File: src/rtl/conv_pkg.sv
// Shared definitions for the convolution window feeder: FSM encoding and sizing helpers.
package conv_pkg;
  typedef enum logic [2:0] {
    ST_IDLE   = 3'd0,
    ST_CLEAR  = 3'd1,
    ST_FETCH  = 3'd2,
    ST_DRAIN  = 3'd3,
    ST_RESULT = 3'd4
  } state_t;

  localparam int MAC_LAT_DEF = 2;

  function automatic int taps(input int k);
    return k * k;
  endfunction
endpackage

File: src/rtl/conv_window_feeder_if.sv
// Result channel from the window feeder to the layer controller.
interface conv_window_feeder_if #(parameter int BIT = 8);
  logic           result_valid;
  logic [BIT-1:0] result_data;
  logic           result_ready;

  modport master (output result_valid, output result_data, input result_ready);
  modport slave  (input result_valid, input result_data, output result_ready);
endinterface

File: src/rtl/window_addr_gen.sv
// Tap counters for one KSIZE x KSIZE window and the matching image/weight SRAM addresses.
module window_addr_gen
  import conv_pkg::*;
#(
  parameter int KSIZE   = 3,
  parameter int IMG_W   = 28,
  parameter int ADDR_W  = 10,
  parameter int WADDR_W = 4
) (
  input  logic               clk,
  input  logic               rst_n,
  input  logic               clr,
  input  logic               inc,
  input  logic [ADDR_W-1:0]  base,
  output logic [ADDR_W-1:0]  pix_addr,
  output logic [WADDR_W-1:0] wgt_addr,
  output logic               last_tap
);
  localparam int KW    = (KSIZE > 1) ? $clog2(KSIZE) : 1;
  localparam int NTAPS = taps(KSIZE);

  logic [KW-1:0] kx, ky;
  logic          kx_last;

  assign kx_last  = (kx == KW'(KSIZE-1));
  assign last_tap = (wgt_addr == WADDR_W'(NTAPS-1));

  always_ff @(posedge clk or negedge rst_n) begin
    if (!rst_n) begin
      kx <= '0;
      ky <= '0;
    end else if (clr) begin
      kx <= '0;
      ky <= '0;
    end else if (inc) begin
      if (kx_last) begin
        kx <= '0;
        ky <= (ky == KW'(KSIZE-1)) ? '0 : ky + 1'b1;
      end else begin
        kx <= kx + 1'b1;
      end
    end
  end

  // Truncation to ADDR_W gives the intended modulo wrap of the image address.
  assign pix_addr = base + ADDR_W'(ky) * ADDR_W'(IMG_W) + ADDR_W'(kx);
  assign wgt_addr = WADDR_W'(ky) * WADDR_W'(KSIZE) + WADDR_W'(kx);
endmodule

File: src/rtl/conv_window_feeder.sv
// Reads one pixel/weight window, streams it into the MAC and returns the drained result.
module conv_window_feeder
  import conv_pkg::*;
#(
  parameter int BIT     = 8,
  parameter int KSIZE   = 3,
  parameter int IMG_W   = 28,
  parameter int ADDR_W  = 10,
  parameter int WADDR_W = 4,
  parameter int MAC_LAT = MAC_LAT_DEF
) (
  input  logic               clk,
  input  logic               rst_n,
  input  logic               start,
  input  logic [ADDR_W-1:0]  base_addr,
  input  logic [1:0]         norm_mode,
  output logic               busy,
  output logic               pix_rd_en,
  output logic [ADDR_W-1:0]  pix_addr,
  input  logic [BIT-1:0]     pix_rdata,
  output logic               wgt_rd_en,
  output logic [WADDR_W-1:0] wgt_addr,
  input  logic [BIT-1:0]     wgt_rdata,
  output logic [BIT-1:0]     picture,
  output logic [BIT-1:0]     weight,
  output logic               accumulator_en,
  output logic               acc_clear,
  output logic [1:0]         normalizer_mode,
  input  logic [BIT-1:0]     conv_result,
  conv_window_feeder_if.master res
);
  localparam int STAGES = 1;
  localparam int DW     = $clog2(MAC_LAT + 2);

  state_t              state, nxt;
  logic [STAGES:0]     vld_pipe;
  logic [ADDR_W-1:0]   base_q;
  logic [DW-1:0]       drain_cnt;
  logic                issue, last_q, last_tap, drain_done;
  logic [ADDR_W-1:0]   gen_pix;
  logic [WADDR_W-1:0]  gen_wgt;

  window_addr_gen #(.KSIZE(KSIZE), .IMG_W(IMG_W), .ADDR_W(ADDR_W), .WADDR_W(WADDR_W)) u_addr (
    .clk(clk), .rst_n(rst_n), .clr(state == ST_IDLE), .inc(issue),
    .base(base_q), .pix_addr(gen_pix), .wgt_addr(gen_wgt), .last_tap(last_tap)
  );

  assign drain_done = (state == ST_DRAIN) && (drain_cnt == DW'(MAC_LAT));

  always_comb begin
    nxt = state;
    case (state)
      ST_IDLE:   if (start) nxt = ST_CLEAR;
      ST_CLEAR:  nxt = ST_FETCH;
      ST_FETCH:  if (last_q) nxt = ST_DRAIN;
      ST_DRAIN:  if (drain_done) nxt = ST_RESULT;
      ST_RESULT: if (res.result_ready) nxt = ST_IDLE;
      default:   nxt = ST_IDLE;
    endcase
  end

  // Reads are issued one cycle ahead so the registered address lines up with FETCH.
  assign issue = (nxt == ST_FETCH);

  always_ff @(posedge clk or negedge rst_n) begin
    if (!rst_n) begin
      state           <= ST_IDLE;
      busy            <= 1'b0;
      acc_clear       <= 1'b0;
      vld_pipe        <= '0;
      last_q          <= 1'b0;
      pix_addr        <= '0;
      wgt_addr        <= '0;
      base_q          <= '0;
      normalizer_mode <= '0;
      drain_cnt       <= '0;
      res.result_valid <= 1'b0;
      res.result_data  <= '0;
    end else begin
      state       <= nxt;
      busy        <= (nxt != ST_IDLE);
      acc_clear   <= (nxt == ST_CLEAR);
      vld_pipe    <= {vld_pipe[STAGES-1:0], issue};
      last_q      <= issue & last_tap;
      drain_cnt   <= (state == ST_DRAIN) ? drain_cnt + 1'b1 : '0;
      if (issue) begin
        pix_addr <= gen_pix;
        wgt_addr <= gen_wgt;
      end
      if (state == ST_IDLE && start) begin
        base_q          <= base_addr;
        normalizer_mode <= norm_mode;
      end
      if (drain_done) begin
        res.result_valid <= 1'b1;
        res.result_data  <= conv_result;
      end else if (state == ST_RESULT && res.result_ready) begin
        res.result_valid <= 1'b0;
      end
    end
  end

  assign pix_rd_en      = vld_pipe[0];
  assign wgt_rd_en      = vld_pipe[0];
  assign accumulator_en = vld_pipe[STAGES];
  assign picture        = pix_rdata;
  assign weight         = wgt_rdata;
endmodule

File: src/flat_wrapper.sv
// flat-port wrapper written by rule: the top's interface ports become plain ports
module conv_window_feeder_flat import conv_pkg::*;
#(
  parameter int BIT     = 8,
  parameter int KSIZE   = 3,
  parameter int IMG_W   = 28,
  parameter int ADDR_W  = 10,
  parameter int WADDR_W = 4,
  parameter int MAC_LAT = MAC_LAT_DEF
)
  (clk, rst_n, start, base_addr, norm_mode, busy, pix_rd_en, pix_addr, pix_rdata, wgt_rd_en, wgt_addr, wgt_rdata, picture, weight, accumulator_en, acc_clear, normalizer_mode, conv_result, res_result_valid, res_result_data, res_result_ready);
  conv_window_feeder_if #(.BIT(BIT)) res_i ();
  input  logic clk;
  input  logic rst_n;
  input  logic start;
  input  logic [ADDR_W-1:0] base_addr;
  input  logic [1:0] norm_mode;
  output logic busy;
  output logic pix_rd_en;
  output logic [ADDR_W-1:0] pix_addr;
  input  logic [BIT-1:0] pix_rdata;
  output logic wgt_rd_en;
  output logic [WADDR_W-1:0] wgt_addr;
  input  logic [BIT-1:0] wgt_rdata;
  output logic [BIT-1:0] picture;
  output logic [BIT-1:0] weight;
  output logic accumulator_en;
  output logic acc_clear;
  output logic [1:0] normalizer_mode;
  input  logic [BIT-1:0] conv_result;
  output wire logic [$bits(res_i.result_valid)-1:0] res_result_valid;
  output wire logic [$bits(res_i.result_data)-1:0] res_result_data;
  input wire logic [$bits(res_i.result_ready)-1:0] res_result_ready;
  assign res_result_valid = res_i.result_valid;
  assign res_result_data = res_i.result_data;
  assign res_i.result_ready = res_result_ready;
  conv_window_feeder #(.BIT(BIT), .KSIZE(KSIZE), .IMG_W(IMG_W), .ADDR_W(ADDR_W), .WADDR_W(WADDR_W), .MAC_LAT(MAC_LAT)) u_core (.clk(clk), .rst_n(rst_n), .start(start), .base_addr(base_addr), .norm_mode(norm_mode), .busy(busy), .pix_rd_en(pix_rd_en), .pix_addr(pix_addr), .pix_rdata(pix_rdata), .wgt_rd_en(wgt_rd_en), .wgt_addr(wgt_addr), .wgt_rdata(wgt_rdata), .picture(picture), .weight(weight), .accumulator_en(accumulator_en), .acc_clear(acc_clear), .normalizer_mode(normalizer_mode), .conv_result(conv_result), .res(res_i));
endmodule
File: config.mk
export PLATFORM = sky130hd
export DESIGN_NAME = conv_window_feeder_flat
export DESIGN_NICKNAME = d
export VERILOG_FILES = /design/src/rtl/conv_pkg.sv /design/src/rtl/conv_window_feeder_if.sv /design/src/rtl/window_addr_gen.sv /design/src/rtl/conv_window_feeder.sv /design/src/flat_wrapper.sv
export SDC_FILE = /design/constraint.sdc
export NUM_CORES = 1
export LEC_CHECK = 0
export ABC_AREA = 1
export BUFFER_PORTS_ARGS = -buffer_cell sky130_fd_sc_hd__buf_2
export CAP_MARGIN = 10
export CORE_MARGIN = 2
export CORE_UTILIZATION = 45
export DETAILED_ROUTE_END_ITERATION = 10
export MAX_ROUTING_LAYER = met4
export PLACE_DENSITY = 0.72
export SETUP_SLACK_MARGIN = 0.15
export SYNTH_ARGS = -nofsm -noshare
export SYNTH_HDL_FRONTEND = slang
export SYNTH_SLANG_ARGS = --single-unit
File: constraint.sdc
create_clock -name clk -period 2.2 [get_ports clk]
set_clock_uncertainty 0.05 [all_clocks]
set_input_delay 0.11 -clock clk [delete_from_list [all_inputs] [get_ports clk]]
set_output_delay 0.11 -clock clk [all_outputs]
set_load 0.05 [all_outputs]
-- Word level (Yosys, flattened, before mapping)
Index checks and enable logic that the tools add are counted.
- $add $sub $neg: 6
- multiply operators: 2
- divide/modulo/power cells: 0
- order comparisons: 0
- eq/ne operators: 10
- shifts and indexed selects: 0
- multiplexer cells: 15
- bitwise gates (word level): 1
- reductions and logical operators: 9
- operator list (cell ; count):
    2-bit 2-to-1 mux ; 8
    3-bit case mux with 5 select lines ; 1
    3-bit 2-to-1 mux ; 4
    10-bit by 2-bit adder with 10-bit output ; 1
    10-bit by 7-bit adder with 10-bit output ; 1
    3-bit by 2-bit equality test with 1-bit output (second input constant) ; 3
    2-bit by 1-bit adder with 2-bit output (second input constant) ; 3
    2-bit equality test (second input constant) ; 3
    3-bit by 1-bit equality test with 1-bit output (second input constant) ; 2
    2-bit nonzero test ; 3
    2-bit by 3-bit multiplier with 5-bit output (second input constant) ; 1
    4-bit by 2-bit adder with 4-bit output ; 1
    4-bit equality test (second input constant) ; 1
    2-bit by 2-bit multiplier with 4-bit output (second input constant) ; 1
    3-bit equality test (second input constant) ; 1
    1-bit logical AND ; 3
    3-bit zero test ; 1
    3-bit nonzero test ; 1
    1-bit 2-to-1 mux ; 2
    2-bit AND reduction ; 1
    1-bit AND ; 1
- flip-flop bits (word level): 49
- latch bits: 0
- memory bits (writable): 0
- memory bits (read-only): 0
- input port bits: 40
- memories: 0

-- Depth between registers and ports, before layout
Gate-level depths: netlist of the first run.
- word-level depth: 7
- depth in mapped cells: 12
- mapped depth without buffers: 12

-- By module
From an unflattened synthesis of the first run, not the netlist that was laid out.
- cell total of the unflattened synthesis: 320
- area, all modules: 2730.1 um^2
- modules (own cells, without submodules) (module ; instances ; cells each ; area an instance (um^2) ; seq. area each (um^2)):
    conv_window_feeder ; 1 ; 209 ; 1994.4 ; 1126.1
    window_addr_gen ; 1 ; 111 ; 735.7 ; 100.1

-- Worst setup path after synthesis of the first run
OpenSTA, ideal clock, no wires.
- path type: reg-to-reg
- start point: reg u_core.u_addr.ky[0]
- end point: reg u_core.last_q
- setup time: 80 ps
- arrival time: 1864 ps
- data required time: 2070 ps
- path slack: 206 ps
- cell stages (with the launch flop): 7
- buffers on the path: 0
- period minus slack after synthesis: 1994 ps
- cells stage by stage: dfrtp_1 -> fa_1 -> ha_1 -> fa_1 -> inv_1 -> nand3_1 -> nor3_2
- cells in the longest elaborated chain, start to end: 4
- ends and longest elaborated chain (item ; line ; source):
    start: declaration ; window_addr_gen.sv:22 ; logic [KW-1:0] kx, ky;
    start signal: assignment ; window_addr_gen.sv:38 ; ky <= (ky == KW'(KSIZE-1)) ? '0 : ky + 1'b1;
    2-bit by 2-bit multiplier with 4-bit output ; window_addr_gen.sv:47 ; assign wgt_addr = WADDR_W'(ky) * WADDR_W'(KSIZE) + WADDR_W'(kx);
    4-bit by 2-bit adder with 4-bit output ; window_addr_gen.sv:47 ;
    net u_core.gen_wgt[2] ; conv_window_feeder.sv:41 ; logic [WADDR_W-1:0] gen_wgt;
    4-bit equality test ; window_addr_gen.sv:26 ; assign last_tap = (wgt_addr == WADDR_W'(NTAPS-1));
    1-bit AND ; conv_window_feeder.sv:84 ; last_q <= issue & last_tap;
    end signal: assignment ; conv_window_feeder.sv:84 ;
    end: declaration ; conv_window_feeder.sv:39 ; logic issue, last_q, last_tap, drain_done;
The timed path passes the listed nets, and every way through them passes these cells.
A chain may end at the register's enable or synchronous reset.

-- Worst setup path in the final report of the first run
- start point: reg u_core.u_addr.ky[1]
- end point: reg u_core.last_q
Same word-level chain as after synthesis.

==> impl_metrics.py, run 1 <==
metrics = {
    "synth": {
        "synthCells": 291,
        "synth_area_per_cell_sq_um": 9.03,
        "synth.most_common_cell": "nand2_1",
        "synth_edf_count": 0,
        "synth_common_cells": "nand2_1, dfrtp_1, inv_1",
        "synth_nets": 348,
        "ys_seq_area_frac": 0.466,
        "syn-cell-area_sq_mm": 0.00263,
        "ys_ff_latch": 49,
        "ys_top_cells_by_area": "dfrtp_1, nand2_1, ha_1, buf_4, inv_1",
        "ys_types": 30,
        "yosysTopAreaCell": "dfrtp_1",
        "yosys_warnings": 0,
        "synth-main-ff-cell": "dfrtp_1",
        "synthArstFlopShare": 1.00,
        "synth_top_cell_area_share": 0.466,
    },
    "finish": {
        "post-route-util": 0.576,
        "regArea_sq_mm": 0.00123,
        "fill_cells": 507,
        "diodes": 0,
        "area_growth_pct": 22.1,
        "multiInputGateArea_sq_mm": 0.00114,
        "drive_above_1_share": 0.304,
        "final_nets": 414,
    },
    "timing": {
        "fmaxAchievable_mhz": 497,
        "setup_tns_ps": 0,
        "rsz0062_at_grt": "yes",
        "hold_violations": 0,
        "setup_viol": 0,
        "slew_viol_final": 0,
        "relSlewSlack": 0.594,
        "fin_crit_sh": 0.915,
        "tightest_slew_ps": 610,
        "layout_min_cycle_time_ps": 2010,
    },
    "setup_path": {
        "cp.arrival_ps": 2200,
        "crit_type": "register to register",
        "path_max_fanout": 2,
        "cp-start-kind": "register",
        "crit_path_end_kind": "register",
        "crit_required_ps": 2390,
    },
    "grt": {
        "grt_pass1_vias": 1873,
        "antenna_found_initial": 0,
        "track_usage": 0.172,
        "grt_max_degree": 50,
        "grt_first_pass_wirelength_mm": 8.42,
        "overflow": 0,
    },
    "floorplanning": {
        "die_x_um": 80.4,
        "start_util": 0.472,
        "dieArea_sq_mm": 0.00647,
        "row_count": 27,
        "core-area_sq_mm": 0.00557,
        "io_pins": 86,
        "die_h_um": 80.4,
    },
    "pwr": {
        "powerDensity_mw_per_mm2": 1720,
        "p_clk_frac": 0.098,
        "comb_power_share": 0.618,
        "switchingPower_uw": 2870,
        "swShare": 0.518,
        "p_seq_frac": 0.284,
        "p_int_uw": 2670,
        "p_leak_uw": 0.00170,
        "ir_drop_mv": 1.03,
    },
    "placement": {
        "gp_congestion": 0.891,
        "port_buffers": 53,
        "hpwl_mm": 3.52,
    },
    "worst_hold_path": {
        "hp-class": "primary input to output pin",
    },
    "routing": {
        "route.vias.total": 2038,
        "ant_nets": 0,
        "wirelength_mm": 5.15,
        "via_per_inst": 4.74,
        "wl_per_cell_um": 12.0,
        "drc": 0,
        "first_pass_iters": 4,
        "drtIter0Drc": 87,
    },
    "flow_run": {
        "drv_cap": 0,
    },
    "clock_tree": {
        "clockBufferDepth": 2,
        "cts_sinks": 49,
        "clkLatencyLatePin_ps": 310,
        "clock_tree.root_cell": "clkbuf_8",
        "cts_buffers": 5,
        "clk_pin_slew_ps": 100,
        "cts_tree": "built",
        "htreeDepth": 2,
    },
    "status": {
        "status": "completed",
    },
}
critical path, stage by stage, from the launching register on:
cell     delay (ps)
dfrtp_2         440
fa_1            550
ha_2            170
fa_1            410
inv_2            80
nand3_2          70
nor3_2          170
logic make-up (layout without fill, tap and decap cells):
family          Yosys count  after routing  synth area share
mux                       8              8            0.0343
xor+xnor                  3              3            0.0100
buf+inv                  55            122             0.114
flops                    49             49             0.466
simple gates            145            145             0.250
fa+ha+maj                17             17            0.0895
compound gates           14             14            0.0352
power by group through the flow:
stage	Clock, uW	Sequential [uW]	Combinational (uW)
after floorplan	0	2410	1910
after global placement	0	1580	3170
after detailed placement	0	1590	3210
after CTS	554	1560	3320
after global routing	580	1620	3760
final	540	1570	3420
metal layers:
metal | wire length (um) | global-route usage
met1 | 2410 | 0.227
met2 | 2450 | 0.265
met3 | 214 | 0.0258
met4 | 70 | 0.0712
met5 | 0 | -
registers in the layout (all words and copies together) (netlist names):
name	cells
u_core.busy	1
u_core.vld_pipe	2
u_core.res.result_valid	1
u_core.pix_addr	10
u_core.wgt_addr	4
u_core.u_addr.ky	2
u_core.state	3
u_core.normalizer_mode	2
u_core.acc_clear	1
u_core.drain_cnt	2
u_core.res.result_data	8
u_core.u_addr.kx	2
u_core.last_q	1
u_core.base_q	10
metrics by stage:
stage	hold WS, ps	setup WS (ps)	instance area [sq um]	std cells	power, uW
floorplan	-236	206	2630	291	4310
global placement	170	191	2830	396	4750
detailed placement	170	76.8	2830	396	4800
CTS	170	161	3170	429	5440
global route	170	120	3210	430	5960
finish	170	187	3210	430	5530
cell usage in the layout, fill, tap and decap left out, drive strengths merged:
master,count
nor2,17
o21ai,11
nor3,2
nand3b,2
nand4,5
xor2,1
dlygate4sd3,22
buf,60
fa,3
clkinvlp,1
inv,33
a21oi,3
nand3,18
ha,14
clkbuf,5
xnor2,2
nand2,100
mux2,8
dfrtp,49
clkinv,1
nand2b,1
area by class of cell:
cell class / instances / area share
flip-flops and latches: 49 / 0.383
multi-input cells: 187 / 0.355
repair buffers: 82 / 0.168
inverters: 32 / 0.0382
well taps: 72 / 0.0281
clock buffers: 5 / 0.0214
clock inverters: 3 / 0.00663
worst paths after layout:
kind	start	endpoint	slack, ps	depth (start not counted)
max	u_core.u_addr.ky[1]	u_core.last_q	190	6
min	pix_rdata[6]	picture[6]	170	0
max reg2reg	u_core.u_addr.ky[1]	u_core.last_q	190	6
min reg2reg	u_core.vld_pipe[0]	u_core.vld_pipe[1]	350	0
max in group asynchronous	rst_n	u_core.u_addr.ky[0]	1300	3
min in group asynchronous	rst_n	u_core.base_q[5]	370	3
timing repair:
item	4_1_cts	5_1_grt
buffers inserted	3	1
pin swaps	0	4
gates resized for setup	5	5
endpoints found under the setup margin	1	6
hold buffers	22	0
endpoints found under the hold margin	70	0
No activity file was read; power rests on OpenSTA's default activity.
==> run 2: changes to the inputs <==
--- a/config.mk
+++ b/config.mk
@@ -6,13 +6,12 @@
 export NUM_CORES = 1
 export LEC_CHECK = 0
 export ABC_AREA = 1
-export BUFFER_PORTS_ARGS = -buffer_cell sky130_fd_sc_hd__buf_2
 export CAP_MARGIN = 10
 export CORE_MARGIN = 2
-export CORE_UTILIZATION = 45
+export CORE_UTILIZATION = 35
 export DETAILED_ROUTE_END_ITERATION = 10
+export DONT_BUFFER_PORTS = 1
 export MAX_ROUTING_LAYER = met4
-export PLACE_DENSITY = 0.72
 export SETUP_SLACK_MARGIN = 0.15
 export SYNTH_ARGS = -nofsm -noshare
 export SYNTH_HDL_FRONTEND = slang
==> run 2 against run 1 <==
Effect of this change: die area increased by 27%; clock power increased by 23%; hold slack about the same; wire length decreased by 0.87%; largest cell class unchanged; sequential cell count unchanged.
==> impl_metrics.py, run 2 (synthesis results as in run 1) <==
metrics = {
    "finish": {
        "fill_cells": 732,
        "drive_above_1_share": 0.217,
        "top_regs": "u_core.base_q x10, u_core.pix_addr x10, u_core.res.result_data x8",
        "final_cell_mix": "nand2_1, dfrtp_1, inv_1, dlygate4sd3_1, nand3_1",
        "final_common_cell": "nand2_1",
        "diodes": 0,
        "final_nets": 365,
        "area_growth_pct": 17.2,
    },
    "setup_path": {
        "critPathMaxStageDelay_ps": 490,
        "path_max_fanout": 2,
        "crit_type": "register to register",
        "cp-start-kind": "register",
        "cp.arrival_ps": 2160,
        "crit_required_ps": 2380,
        "crit_slowest_cell": "fa_1",
        "path_cells": "fa_1 > ha_2 > fa_1 > inv_2 > buf_4 > o21ai_2",
        "crit_path_end_kind": "register",
        "cp_common_cell": "fa_1",
    },
    "grt": {
        "grt_first_pass_wirelength_mm": 8.90,
        "antenna_found_initial": 0,
        "track_usage": 0.135,
        "grt_max_degree": 50,
        "overflow": 0,
        "grt_pass1_vias": 1859,
    },
    "placement": {
        "hpwl_mm": 3.62,
        "preCtsSetupSlack_ps": 103,
        "port_buffers": 0,
        "gp_congestion": 0.839,
    },
    "timing": {
        "fmaxAchievable_mhz": 504,
        "fin_crit_sh": 0.901,
        "worst_slack_ps": 217,
        "setup_tns_ps": 0,
        "rsz0062_at_grt": "yes",
        "relSlewSlack": 0.657,
        "setup_viol": 0,
        "slew_viol_final": 0,
        "tightest_slew_ps": 515,
        "layout_min_cycle_time_ps": 1980,
        "hold_violations": 0,
    },
    "pwr": {
        "p_clk_frac": 0.120,
        "p_seq_frac": 0.441,
        "switchingPower_uw": 2860,
        "ir_drop_mv": 0.528,
        "comb_power_share": 0.439,
        "powerDensity_mw_per_mm2": 1790,
        "swShare": 0.517,
        "p_leak_uw": 0.00153,
        "p_int_uw": 2670,
    },
    "clock_tree": {
        "clkLatencyLatePin_ps": 300,
        "htreeDepth": 2,
        "clock_tree.root_cell": "clkbuf_8",
        "clk_pin_slew_ps": 100,
        "clockBufferDepth": 2,
        "cts_sinks": 49,
        "cts_tree": "built",
        "cts_buffers": 5,
    },
    "routing": {
        "first_pass_iters": 4,
        "drc": 0,
        "route.vias.total": 1835,
        "via_per_inst": 4.50,
        "drtIter0Drc": 111,
        "wl_per_cell_um": 12.5,
        "wirelength_mm": 5.10,
        "ant_nets": 0,
    },
    "floorplanning": {
        "start_util": 0.362,
        "core-area_sq_mm": 0.00725,
        "die_h_um": 90.7,
        "die_x_um": 90.7,
        "io_pins": 86,
        "dieArea_sq_mm": 0.00822,
        "row_count": 31,
    },
    "status": {
        "status": "completed",
    },
    "worst_hold_path": {
        "hp-class": "primary input to output pin",
    },
    "flow_run": {
        "drv_cap": 0,
    },
}
[run 2: layout make-up]
cell class / instances / area (sq um) / area share
Multi-Input combinational cell: 187 / 1160 / 0.376
Tap cell: 99 / 124 / 0.0402
Clock buffer: 5 / 68.8 / 0.0223
Clock inverter: 3 / 50.0 / 0.0162
Inverter: 32 / 123 / 0.0398
Sequential cell: 49 / 1230 / 0.400
Timing Repair Buffer: 33 / 325 / 0.106
[run 2: path summary, 6_finish.rpt]
path                       slack, ps                start                        end  cells after the start
max                              220  u_core.u_addr.ky[1]         u_core.wgt_addr[2]                      6
min                              170         pix_rdata[6]                 picture[6]                      0
max reg2reg                      220  u_core.u_addr.ky[1]         u_core.wgt_addr[2]                      6
min reg2reg                      380  u_core.drain_cnt[0]        u_core.drain_cnt[0]                      1
max in group asynchronous       1610                rst_n           u_core.base_q[8]                      2
min in group asynchronous        270                rst_n  u_core.res.result_data[1]                      2
[run 2: power groups by stage]
stage	logic [uW]	clock network [uW]	registers [uW]
after global placement	2050	0	2470
after global routing	2770	716	2500
after CTS	2240	686	2440
after floorplan	1910	0	2410
after detailed placement	2100	0	2470
final	2420	663	2440
[run 2: repair_timing]
| action | 4_1_cts | 5_1_grt |
|---|---|---|
| setup buffers | 4 | 2 |
| endpoints found under the hold margin | 72 | 0 |
| pin swaps | 0 | 6 |
| gates cloned | 0 | 0 |
| setup endpoints to repair | 1 | 7 |
| hold buffers | 24 | 0 |
| gates resized for setup | 3 | 15 |
[run 2: critical path, delay by kind of cell (launching register included)]
family	cells	cell delay, ps
buffers and inverters	2	160
adders and majority gates	3	1150
AOI/OAI and AO/OA	1	110
DFF	1	430
[run 2: through the flow]
stage | area [sq um] | power, uW | hold slack (ps) | std cells | utilization
2_1_floorplan | 2630 | 4310 | -236 | 291 | -
3_3_place_gp | 2600 | 4520 | -234 | 370 | 0.358
3_5_place_dp | 2600 | 4580 | -234 | 370 | 0.358
4_1_cts | 3010 | 5360 | 170 | 406 | 0.415
5_1_grt | 3080 | 5990 | 170 | 408 | 0.425
6_report | 3080 | 5530 | 170 | 408 | 0.425
[run 2: routing by layer]
metal	vias up	part of all wire	GRT usage
li1	929	-	-
met1	858	0.49	0.192
met2	39	0.44	0.192
met3	9	0.048	0.0334
met4	0	0.013	0.0346
met5	-	0	-
==> run 3: changes to the inputs <==
--- a/config.mk
+++ b/config.mk
@@ -7,7 +7,6 @@
 export LEC_CHECK = 0
 export ABC_AREA = 1
 export CAP_MARGIN = 10
-export CORE_MARGIN = 2
 export CORE_UTILIZATION = 35
 export DETAILED_ROUTE_END_ITERATION = 10
 export DONT_BUFFER_PORTS = 1
==> run 3 against run 2 <==
Effect of this change: first-iteration DRC count decreased by 27%; via count grew 1.5%; combinational power decreased by 2%; highest routed layer unchanged; die area fell by 4.4%; sequential power barely moved; final cell count fell by 0.74%; clock power fell by 28%.
==> impl_metrics.py, run 3 (synthesis results as in run 1) <==
metrics = {
    "status": {
        "status": "completed",
    },
    "grt": {
        "antenna_found_initial": 0,
        "grt_first_pass_wirelength_mm": 8.38,
        "overflow": 0,
        "grt_pass1_vias": 1806,
        "grt_max_degree": 50,
        "track_usage": 0.143,
    },
    "clock_tree": {
        "cts_buffers": 5,
        "clkLatencyLatePin_ps": 290,
        "htreeDepth": 2,
        "clockBufferDepth": 2,
        "clk_pin_slew_ps": 80,
        "clock_tree.root_cell": "clkbuf_8",
        "cts_tree": "built",
        "cts_sinks": 49,
    },
    "floorplanning": {
        "dieArea_sq_mm": 0.00786,
        "core-area_sq_mm": 0.00725,
        "start_util": 0.362,
        "row_count": 31,
        "die_x_um": 88.7,
        "die_h_um": 88.7,
        "io_pins": 86,
    },
    "setup_path": {
        "path_max_fanout": 4,
        "critPathMaxStageDelay_ps": 490,
        "critPathCapture": "u_core.wgt_addr[2]",
        "path_cells": "fa_1 > ha_2 > fa_1 > inv_2 > buf_4 > o21ai_2",
        "reg2reg_from": "u_core.u_addr.ky[0]",
        "crit_required_ps": 2370,
        "r2r_cells": 6,
        "cp_common_cell": "fa_1",
        "cp-start-kind": "register",
        "crit_path_end_kind": "register",
        "crit_type": "register to register",
        "startpoint": "u_core.u_addr.ky[0]",
        "reg2reg_slack_ps": 210,
        "crit_slowest_cell": "fa_1",
        "cp.arrival_ps": 2160,
        "r2r_end": "u_core.wgt_addr[2]",
    },
    "timing": {
        "relSlewSlack": 0.658,
        "setup_tns_ps": 0,
        "rsz0062_at_grt": "yes",
        "fin_crit_sh": 0.903,
        "slew_viol_final": 0,
        "setup_viol": 0,
        "layout_min_cycle_time_ps": 1990,
        "fmaxAchievable_mhz": 503,
        "hold_violations": 0,
        "tightest_slew_ps": 513,
    },
    "placement": {
        "hpwl_mm": 3.60,
        "dp_cells": 370,
        "gp_congestion": 0.840,
        "port_buffers": 0,
    },
    "worst_hold_path": {
        "hp-class": "primary input to output pin",
    },
    "finish": {
        "drive_above_1_share": 0.186,
        "diodes": 0,
        "final_common_cell": "nand2_1",
        "area_growth_pct": 14.5,
        "final_nets": 364,
        "post-route-util": 0.415,
        "fill_cells": 736,
        "final_cell_mix": "nand2_1, dfrtp_1, inv_1, dlygate4sd3_1",
        "top_regs": "u_core.base_q x10, u_core.pix_addr x10, u_core.res.result_data x8",
        "regArea_sq_mm": 0.00123,
        "fin_cells": 405,
        "multiInputGateArea_sq_mm": 0.00114,
    },
    "routing": {
        "wl_per_cell_um": 12.4,
        "wl_met3_um": 242,
        "drt-met1-wl_mm": 2.39,
        "drc": 0,
        "ant_nets": 0,
        "route.vias.total": 1862,
        "top_layer": "met4",
        "first_pass_iters": 4,
        "drtIter0Drc": 81,
        "wirelength_mm": 5.03,
        "wl_met2_mm": 2.33,
        "via_per_inst": 4.60,
    },
    "pwr": {
        "p_int_uw": 2490,
        "ir_drop_mv": 0.652,
        "p_clk_frac": 0.091,
        "p_seq_frac": 0.463,
        "p_leak_uw": 0.00150,
        "powerDensity_mw_per_mm2": 1750,
        "comb_power_share": 0.447,
        "swShare": 0.528,
        "switchingPower_uw": 2790,
    },
    "flow_run": {
        "drv_cap": 0,
    },
}
run 3: stage by stage:
step	total power (uW)	area, sq um	hold slack [ps]	worst slack, ps
6_report	5270	3010	170	213
5_1_grt	5710	3010	170	123
4_1_cts	5180	2970	170	164
3_5_place_dp	4580	2600	-234	70.9
3_3_place_gp	4520	2600	-234	170
2_1_floorplan	4310	2630	-236	206
run 3: area by class of cell:
class                           count  share of cell area
Inverter                           32              0.0407
Clock buffer                        5              0.0229
Multi-Input combinational cell    187               0.379
Sequential cell                    49               0.409
Clock inverter                      1             0.00166
Timing Repair Buffer               32               0.106
Tap cell                           99              0.0411
run 3: worst min-delay path by stage:
stage / from / to / slack, ps / cells past startpoint
after CTS: pix_rdata[0] / picture[0] / 170 / 0
after floorplan: rst_n / u_core.acc_clear / -240 / 0
final: pix_rdata[6] / picture[6] / 170 / 0
after detailed placement: rst_n / u_core.vld_pipe[1] / -230 / 0
after global routing: wgt_rdata[1] / weight[1] / 170 / 0
after global placement: rst_n / u_core.vld_pipe[1] / -230 / 0
run 3: worst max-delay path: cells and delay by family, from the launching register on:
kind | cells | cell delay (ps)
compound gates | 1 | 110
fa+ha+maj | 3 | 1150
buf+inv | 2 | 160
flops | 1 | 440
run 3: what timing repair did:
action / CTS / global route
pin swaps: 0 / 4
setup endpoints to repair: 2 / 4
gates cloned: 0 / 0
endpoints found under the hold margin: 72 / 0
buffers inserted: 4 / 1
resized for setup: 4 / 6
hold buffers: 24 / 0
run 3: layer usage:
layer / up-vias / GRT usage
met5: - / -
met4: 0 / 0.0513
met3: 7 / 0.0280
met2: 52 / 0.208
met1: 874 / 0.196
li1: 929 / -
run 3: power groups by stage:
stage               registers [uW]  clock network [uW]  logic, uW
floorplan                     2410                   0       1910
global placement              2460                   0       2050
detailed placement            2470                   0       2110
CTS                           2430                 503       2240
global route                  2500                 534       2670
finish                        2440                 478       2360
